`config.mk`:
```
export PLATFORM = sky130hd
export DESIGN_NAME = div_issue_ctrl
export DESIGN_NICKNAME = d
export VERILOG_FILES = /design/src/rtl/div_issue_ctrl.sv
export SDC_FILE = /design/constraint.sdc
export NUM_CORES = 1
export LEC_CHECK = 0
export CELL_PAD_IN_SITES_DETAIL_PLACEMENT = 1
export CELL_PAD_IN_SITES_GLOBAL_PLACEMENT = 1
export CORE_ASPECT_RATIO = 0.6
export CORE_MARGIN = 2
export CORE_UTILIZATION = 23
export CTS_BUF_LIST = sky130_fd_sc_hd__clkbuf_16
export CTS_CLUSTER_DIAMETER = 150
export CTS_CLUSTER_SIZE = 40
export DETAILED_ROUTE_END_ITERATION = 7
export PLACE_DENSITY = 0.84
export SLEW_MARGIN = 20
export SYNTH_ARGS = -nofsm -noshare
export SYNTH_HDL_FRONTEND = slang
export SYNTH_SLANG_ARGS = --single-unit
export TNS_END_PERCENT = 50
```
`constraint.sdc`:
```
create_clock -name clk -period 1.6 [get_ports clk]
set_clock_uncertainty 0.1 [all_clocks]
set_input_delay 0.32 -clock clk [delete_from_list [all_inputs] [get_ports clk]]
set_output_delay 0.32 -clock clk [all_outputs]
set_load 0.02 [all_outputs]
```
`src/rtl/div_issue_ctrl.sv`:
```
// -----------------------------------------------------------------------------
// div_issue_ctrl
//
// EX-stage initiator for the multicycle divider. A DIV/DIVU sitting in EX is
// issued to the divider once: operands and alucontrol are latched and held
// stable for the whole divide. The pipeline is stalled until the divider
// reports ready. The result is then written to HI/LO with a one-cycle strobe.
// A pipeline flush during a divide annuls it. After a completed divide the
// block idles briefly (RELEASE), and after an annul it also idles briefly
// (DRAIN), so the divider always sees start low before any new issue.
//
// Optional feature (compile-time macro DIV_ZERO_FAST_EN):
//   When defined, a divide by zero seen in IDLE never starts the divider.
//   HI/LO is written on the next cycle with hi = dividend and
//   lo = 32'hFFFF_FFFF, and the instruction is not stalled.
//   When undefined, a zero divisor goes through the divider like any other
//   operand.
//
// Parameters
//   DRAIN_CYCLES    cycles spent in DRAIN after an annul (>= 2)
//   RELEASE_CYCLES  cycles spent in RELEASE after a result is taken (>= 1)
//
// Ports
//   clk, rst          clock; synchronous active-high reset
//   div_valid_i       EX holds a DIV/DIVU (held while stall_o = 1)
//   alucontrol_i      DIV or DIVU control code, forwarded to the divider
//   src_a_i, src_b_i  dividend / divisor from EX
//   flush_i           pipeline flush, kills an in-flight divide
//   div_ready_i       divider ready
//   div_result_i      divider result {remainder, quotient}
//   div_start_o       divider start (held high for the whole divide)
//   div_annul_o       divider annul (combinational, one cycle)
//   div_alucontrol_o  latched alucontrol
//   div_op1_o         latched dividend
//   div_op2_o         latched divisor
//   stall_o           stall IF/ID/EX (combinational)
//   hilo_we_o         one-cycle HI/LO write strobe
//   hi_o, lo_o        remainder / quotient, valid with hilo_we_o
//   busy_o            controller is not IDLE
// -----------------------------------------------------------------------------
module div_issue_ctrl #(
  parameter int DRAIN_CYCLES   = 2,
  parameter int RELEASE_CYCLES = 1
) (
  input  logic        clk,
  input  logic        rst,
  input  logic        div_valid_i,
  input  logic [4:0]  alucontrol_i,
  input  logic [31:0] src_a_i,
  input  logic [31:0] src_b_i,
  input  logic        flush_i,
  input  logic        div_ready_i,
  input  logic [63:0] div_result_i,
  output logic        div_start_o,
  output logic        div_annul_o,
  output logic [4:0]  div_alucontrol_o,
  output logic [31:0] div_op1_o,
  output logic [31:0] div_op2_o,
  output logic        stall_o,
  output logic        hilo_we_o,
  output logic [31:0] hi_o,
  output logic [31:0] lo_o,
  output logic        busy_o
);

  localparam int CNT_MAX = (DRAIN_CYCLES > RELEASE_CYCLES) ? DRAIN_CYCLES : RELEASE_CYCLES;
  localparam int CNT_W   = $clog2(CNT_MAX + 1);

  localparam logic [CNT_W-1:0] CNT_ONE     = CNT_W'(1);
  localparam logic [CNT_W-1:0] CNT_ZERO    = CNT_W'(0);
  localparam logic [CNT_W-1:0] CNT_DRAIN   = CNT_W'(DRAIN_CYCLES);
  localparam logic [CNT_W-1:0] CNT_RELEASE = CNT_W'(RELEASE_CYCLES);

  typedef enum logic [1:0] {
    ST_IDLE    = 2'd0,
    ST_BUSY    = 2'd1,
    ST_RELEASE = 2'd2,
    ST_DRAIN   = 2'd3
  } state_e;

  state_e            state_q, state_d;
  logic [CNT_W-1:0]  cnt_q, cnt_d;
  logic              start_q, start_d;
  logic              hilo_we_q, hilo_we_d;
  logic [31:0]       hi_q, hi_d;
  logic [31:0]       lo_q, lo_d;
  logic [4:0]        ctl_q, ctl_d;
  logic [31:0]       op1_q, op1_d;
  logic [31:0]       op2_q, op2_d;
  logic              annul_s;
  logic              zero_fast_s;

  // Zero-divisor shortcut is only taken when the fast path is compiled in.
`ifdef DIV_ZERO_FAST_EN
  assign zero_fast_s = (src_b_i == 32'd0);
`else
  assign zero_fast_s = 1'b0;
`endif

  // State, counter, handshake and result registers.
  always_ff @(posedge clk) begin
    if (rst) begin
      state_q   <= ST_IDLE;
      cnt_q     <= CNT_ZERO;
      start_q   <= 1'b0;
      hilo_we_q <= 1'b0;
      hi_q      <= 32'd0;
      lo_q      <= 32'd0;
      ctl_q     <= 5'd0;
      op1_q     <= 32'd0;
      op2_q     <= 32'd0;
    end else begin
      state_q   <= state_d;
      cnt_q     <= cnt_d;
      start_q   <= start_d;
      hilo_we_q <= hilo_we_d;
      hi_q      <= hi_d;
      lo_q      <= lo_d;
      ctl_q     <= ctl_d;
      op1_q     <= op1_d;
      op2_q     <= op2_d;
    end
  end

  // Next-state, issue/annul decisions and result capture.
  always_comb begin
    state_d   = state_q;
    cnt_d     = cnt_q;
    start_d   = start_q;
    hilo_we_d = 1'b0;
    hi_d      = hi_q;
    lo_d      = lo_q;
    ctl_d     = ctl_q;
    op1_d     = op1_q;
    op2_d     = op2_q;
    annul_s   = 1'b0;

    case (state_q)
      ST_IDLE: begin
        if (div_valid_i && !flush_i) begin
          if (zero_fast_s) begin
            // Answer immediately; the divider is never started.
            hilo_we_d = 1'b1;
            hi_d      = src_a_i;
            lo_d      = 32'hFFFF_FFFF;
            start_d   = 1'b0;
          end else begin
            ctl_d   = alucontrol_i;
            op1_d   = src_a_i;
            op2_d   = src_b_i;
            start_d = 1'b1;
            state_d = ST_BUSY;
          end
        end else begin
          start_d = 1'b0;
        end
      end

      ST_BUSY: begin
        // Flush wins over a simultaneous ready: the result is discarded.
        if (flush_i) begin
          annul_s = 1'b1;
          start_d = 1'b0;
          cnt_d   = CNT_DRAIN;
          state_d = ST_DRAIN;
        end else if (div_ready_i) begin
          hilo_we_d = 1'b1;
          hi_d      = div_result_i[63:32];
          lo_d      = div_result_i[31:0];
          start_d   = 1'b0;
          cnt_d     = CNT_RELEASE;
          state_d   = ST_RELEASE;
        end else begin
          start_d = 1'b1;
        end
      end

      ST_RELEASE, ST_DRAIN: begin
        // The state lasts exactly cnt cycles; the last one returns to IDLE.
        start_d = 1'b0;
        if (cnt_q <= CNT_ONE) begin
          cnt_d   = CNT_ZERO;
          state_d = ST_IDLE;
        end else begin
          cnt_d = cnt_q - CNT_ONE;
        end
      end

      default: begin
        state_d = ST_IDLE;
        start_d = 1'b0;
        cnt_d   = CNT_ZERO;
      end
    endcase
  end

  // Stall while a DIV is waiting to issue or waiting for its result; it drops
  // in the cycle ready is seen so the DIV leaves EX on the capture edge.
  always_comb begin
    stall_o = 1'b0;
    if (div_valid_i && !flush_i) begin
      case (state_q)
        ST_IDLE:    stall_o = !zero_fast_s;
        ST_BUSY:    stall_o = !div_ready_i;
        ST_RELEASE: stall_o = 1'b1;
        ST_DRAIN:   stall_o = 1'b1;
        default:    stall_o = 1'b1;
      endcase
    end else begin
      stall_o = 1'b0;
    end
  end

  assign div_start_o      = start_q;
  assign div_annul_o      = annul_s;
  assign div_alucontrol_o = ctl_q;
  assign div_op1_o        = op1_q;
  assign div_op2_o        = op2_q;
  assign hilo_we_o        = hilo_we_q;
  assign hi_o             = hi_q;
  assign lo_o             = lo_q;
  assign busy_o           = (state_q != ST_IDLE);

endmodule

```
==> flow_summary.json <==
{
  "htreeDepth": 4,
  "tightestPinTransition_ns": 0.385,
  "wl_per_cell_um": 17.8,
  "grt_pass1_wl_mm": 29.7,
  "syn_inst": 612,
  "required_ns": 1.80,
  "critical-path-top-delay-family": "simple AND/OR/NAND/NOR gates",
  "max_freq_ghz": 0.579,
  "synth_nets": 750,
  "hold_viol": 0,
  "rows": 41,
  "power_density_nw_per_um2": 980,
  "cts_made_buffers": 17,
  "min_path_type": "in2reg",
  "peakVddDrop_mv": 0.676,
  "final_nets": 1045,
  "antenna_left": 0,
  "core_sq_um": 20800,
  "vias": 5342,
  "cp.arrival_ns": 1.93,
  "synth.most_common_cell": "nand2_1",
  "yosysUniqueCellTypes": 23,
  "async_reset_ff_frac": 0,
  "synth_edf_count": 0,
  "dp_hpwl_mm": 13.7,
  "rsz0062_at_grt": "true",
  "syn-cell-area_sq_um": 4850,
  "worst_slack_ns": -0.127,
  "clock-root-buffer": "clkbuf_16",
  "utilization": 0.440,
  "cts_sinks": 139,
  "diodes": 0,
  "drv_cap": 0,
  "max_stage_delay_ns": 0.66,
  "ys.flop_type": "dfxtp_1",
  "syn2layout_area_growth_pct": 89.1,
  "power_leakage_nw": 3.86,
  "cp_num_buf_inv": 2,
  "synth_top_area_cell": "dfxtp_1",
  "cts_tree": "done",
  "drive_gt1_frac": 0.185,
  "cp_slowest_cell": "or4b_4",
  "die_area_sq_um": 22300,
  "insertion_delay_ns": 0.42,
  "clockBufferDepth": 2,
  "die_x_um": 191,
  "avgSynthCellArea_sq_um": 7.93,
  "maxSlewHeadroom": 0.743,
  "grt_max_degree": 47,
  "end_kind": "flip-flop",
  "gp_congestion": 0.785,
  "antenna_found_initial": 1,
  "synth_top_area_frac": 0.574,
  "synth-seq-area-share": 0.574,
  "outcome": "complete, but fails checks",
  "drc": 0,
  "synth_warnings": 0,
  "grt_pass1_vias": 5534,
  "cp_max_fo": 17,
  "finalSetupViolCount": 117,
  "clkSlewWorstSetupHoldPaths_ns": 0.06,
  "drv_slew": 0,
  "pin_count": 276,
  "violations": "setup timing",
  "start_kind": "flip-flop",
  "track_usage": 0.176,
  "drt_iter0_drc": 113,
  "dr.pass1.iters": 4,
  "fillCellCount": 2421,
  "finalCritPeriodShare": 1.08,
  "yosys-top-cells-area": "dfxtp_1 (57%), nand2_1 (21%), a21oi_1 (14%)",
  "initial_core_util": 0.233,
  "finalInstanceArea_sq_um": 9170,
  "critPathKind": "reg2reg",
  "fp.dieH_um": 116,
  "synth_common_cells": "nand2_1 (270), dfxtp_1 (139), a21oi_1 (136), clkbuf_1 (24), buf_2 (17)",
  "dpl_cell_area_sq_um": 8120,
  "overflow": 0,
  "avgViaCountPerCell": 4.46,
  "drt_wl_total_mm": 21.4,
  "port_buffers": 275,
  "path_cells": "buf_6 > or4b_4 > clkbuf_16 > nand2_1 > a21oi_1",
  "fin_crit_ns": 1.73,
  "ys_ff_latch": 139
}
[per-stage QoR]
step,hold WS [ns],total power (W),TNS (ns),setup slack [ns],std cells
after floorplan,0.354,0.00417,-0.481,-0.0481,612
after global placement,0.341,0.00493,-62.93,-0.637,1150
after detailed placement,0.348,0.00495,-70.53,-0.688,1150
after CTS,0.189,0.00903,-11.04,-0.172,1193
after global routing,0.220,0.00935,-13.47,-0.162,1199
final,0.212,0.00899,-7.62,-0.127,1199
[state kept, by name, summed over array words and instances, names as in the netlist]
name,count
lo_o,32
div_start_o,1
state_q,2
hilo_we_o,1
hi_o,32
div_op2_o,32
div_alucontrol_o,5
div_op1_o,32
cnt_q,2
[placed cells by master (no fill, tap or decap), types with 2 or more instances in the layout]
cell type          n
clkbuf_2           7
dlygate4sd2_1    123
clkinv_2           3
nand2_2           24
buf_12            12
clkinv_1           3
a21oi_1           93
nand2_4            7
bufinv_16          3
clkbuf_16         22
inv_1              2
a21oi_2           43
clkdlybuf4s50_1  134
clkinv_4           4
o21ai_0            2
buf_16             4
dfxtp_1          137
clkdlybuf4s15_1    6
nand2_1          239
buf_4             17
buf_6             12
buf_8              2
nand2b_1           3
[per-layer routing]
| layer | track usage | vias up | share of wire |
|---|---|---|---|
| met5 | 0 | - | 0.00075 |
| met4 | 0.0559 | 2 | 0.011 |
| met3 | 0.0724 | 23 | 0.086 |
| met2 | 0.291 | 191 | 0.46 |
| met1 | 0.211 | 2554 | 0.44 |
| li1 | - | 2572 | - |
[cells by family after synthesis]
family,after synthesis,share of synthesized area
and+or+nand+nor,284,0.233
buffers and inverters,48,0.0462
DFF,139,0.574
AOI/OAI and AO/OA,141,0.147
[what timing repair did]
action | in CTS | in global routing
endpoints found under the setup margin | 216 | 142
cloned | 6 | 5
resized for setup | 179 | 106
hold buffers | 0 | 0
pin swaps | 3 | 19
buffers inserted | 5 | 4
[power breakdown]
part	internal, W	total (W)	switching [W]
Combinational	0.000709	0.00136	0.000653
Sequential	0.00359	0.00366	0.0000728
Clock	0.00242	0.00397	0.00155
[cell type report]
class | instances | area, sq um | share of cell area
flip-flops and latches | 139 | 2790 | 0.304
clock buffers | 17 | 425 | 0.0464
multi-input cells | 425 | 2150 | 0.235
well taps | 279 | 349 | 0.0381
inverters | 1 | 3.75 | 0.000409
clock inverters | 15 | 159 | 0.0173
repair buffers | 323 | 3290 | 0.359
[final timing paths]
| kind | from | endpoint | slack, ns | cells after the start |
|---|---|---|---|---|
| setup / recovery | state_q[0]$_SDFFE_PP0P_ | div_op1_o[29]$_SDFFE_PP0P_ | -0.13 | 5 |
| hold / removal | rst | hi_o[27]$_SDFFE_PP0P_ | 0.21 | 2 |
| setup reg to reg | state_q[0]$_SDFFE_PP0P_ | div_op1_o[29]$_SDFFE_PP0P_ | -0.13 | 5 |
| hold reg to reg | div_op2_o[0]$_SDFFE_PP0P_ | div_op2_o[0]$_SDFFE_PP0P_ | 0.35 | 2 |
Power figures use the tool's default switching activity.
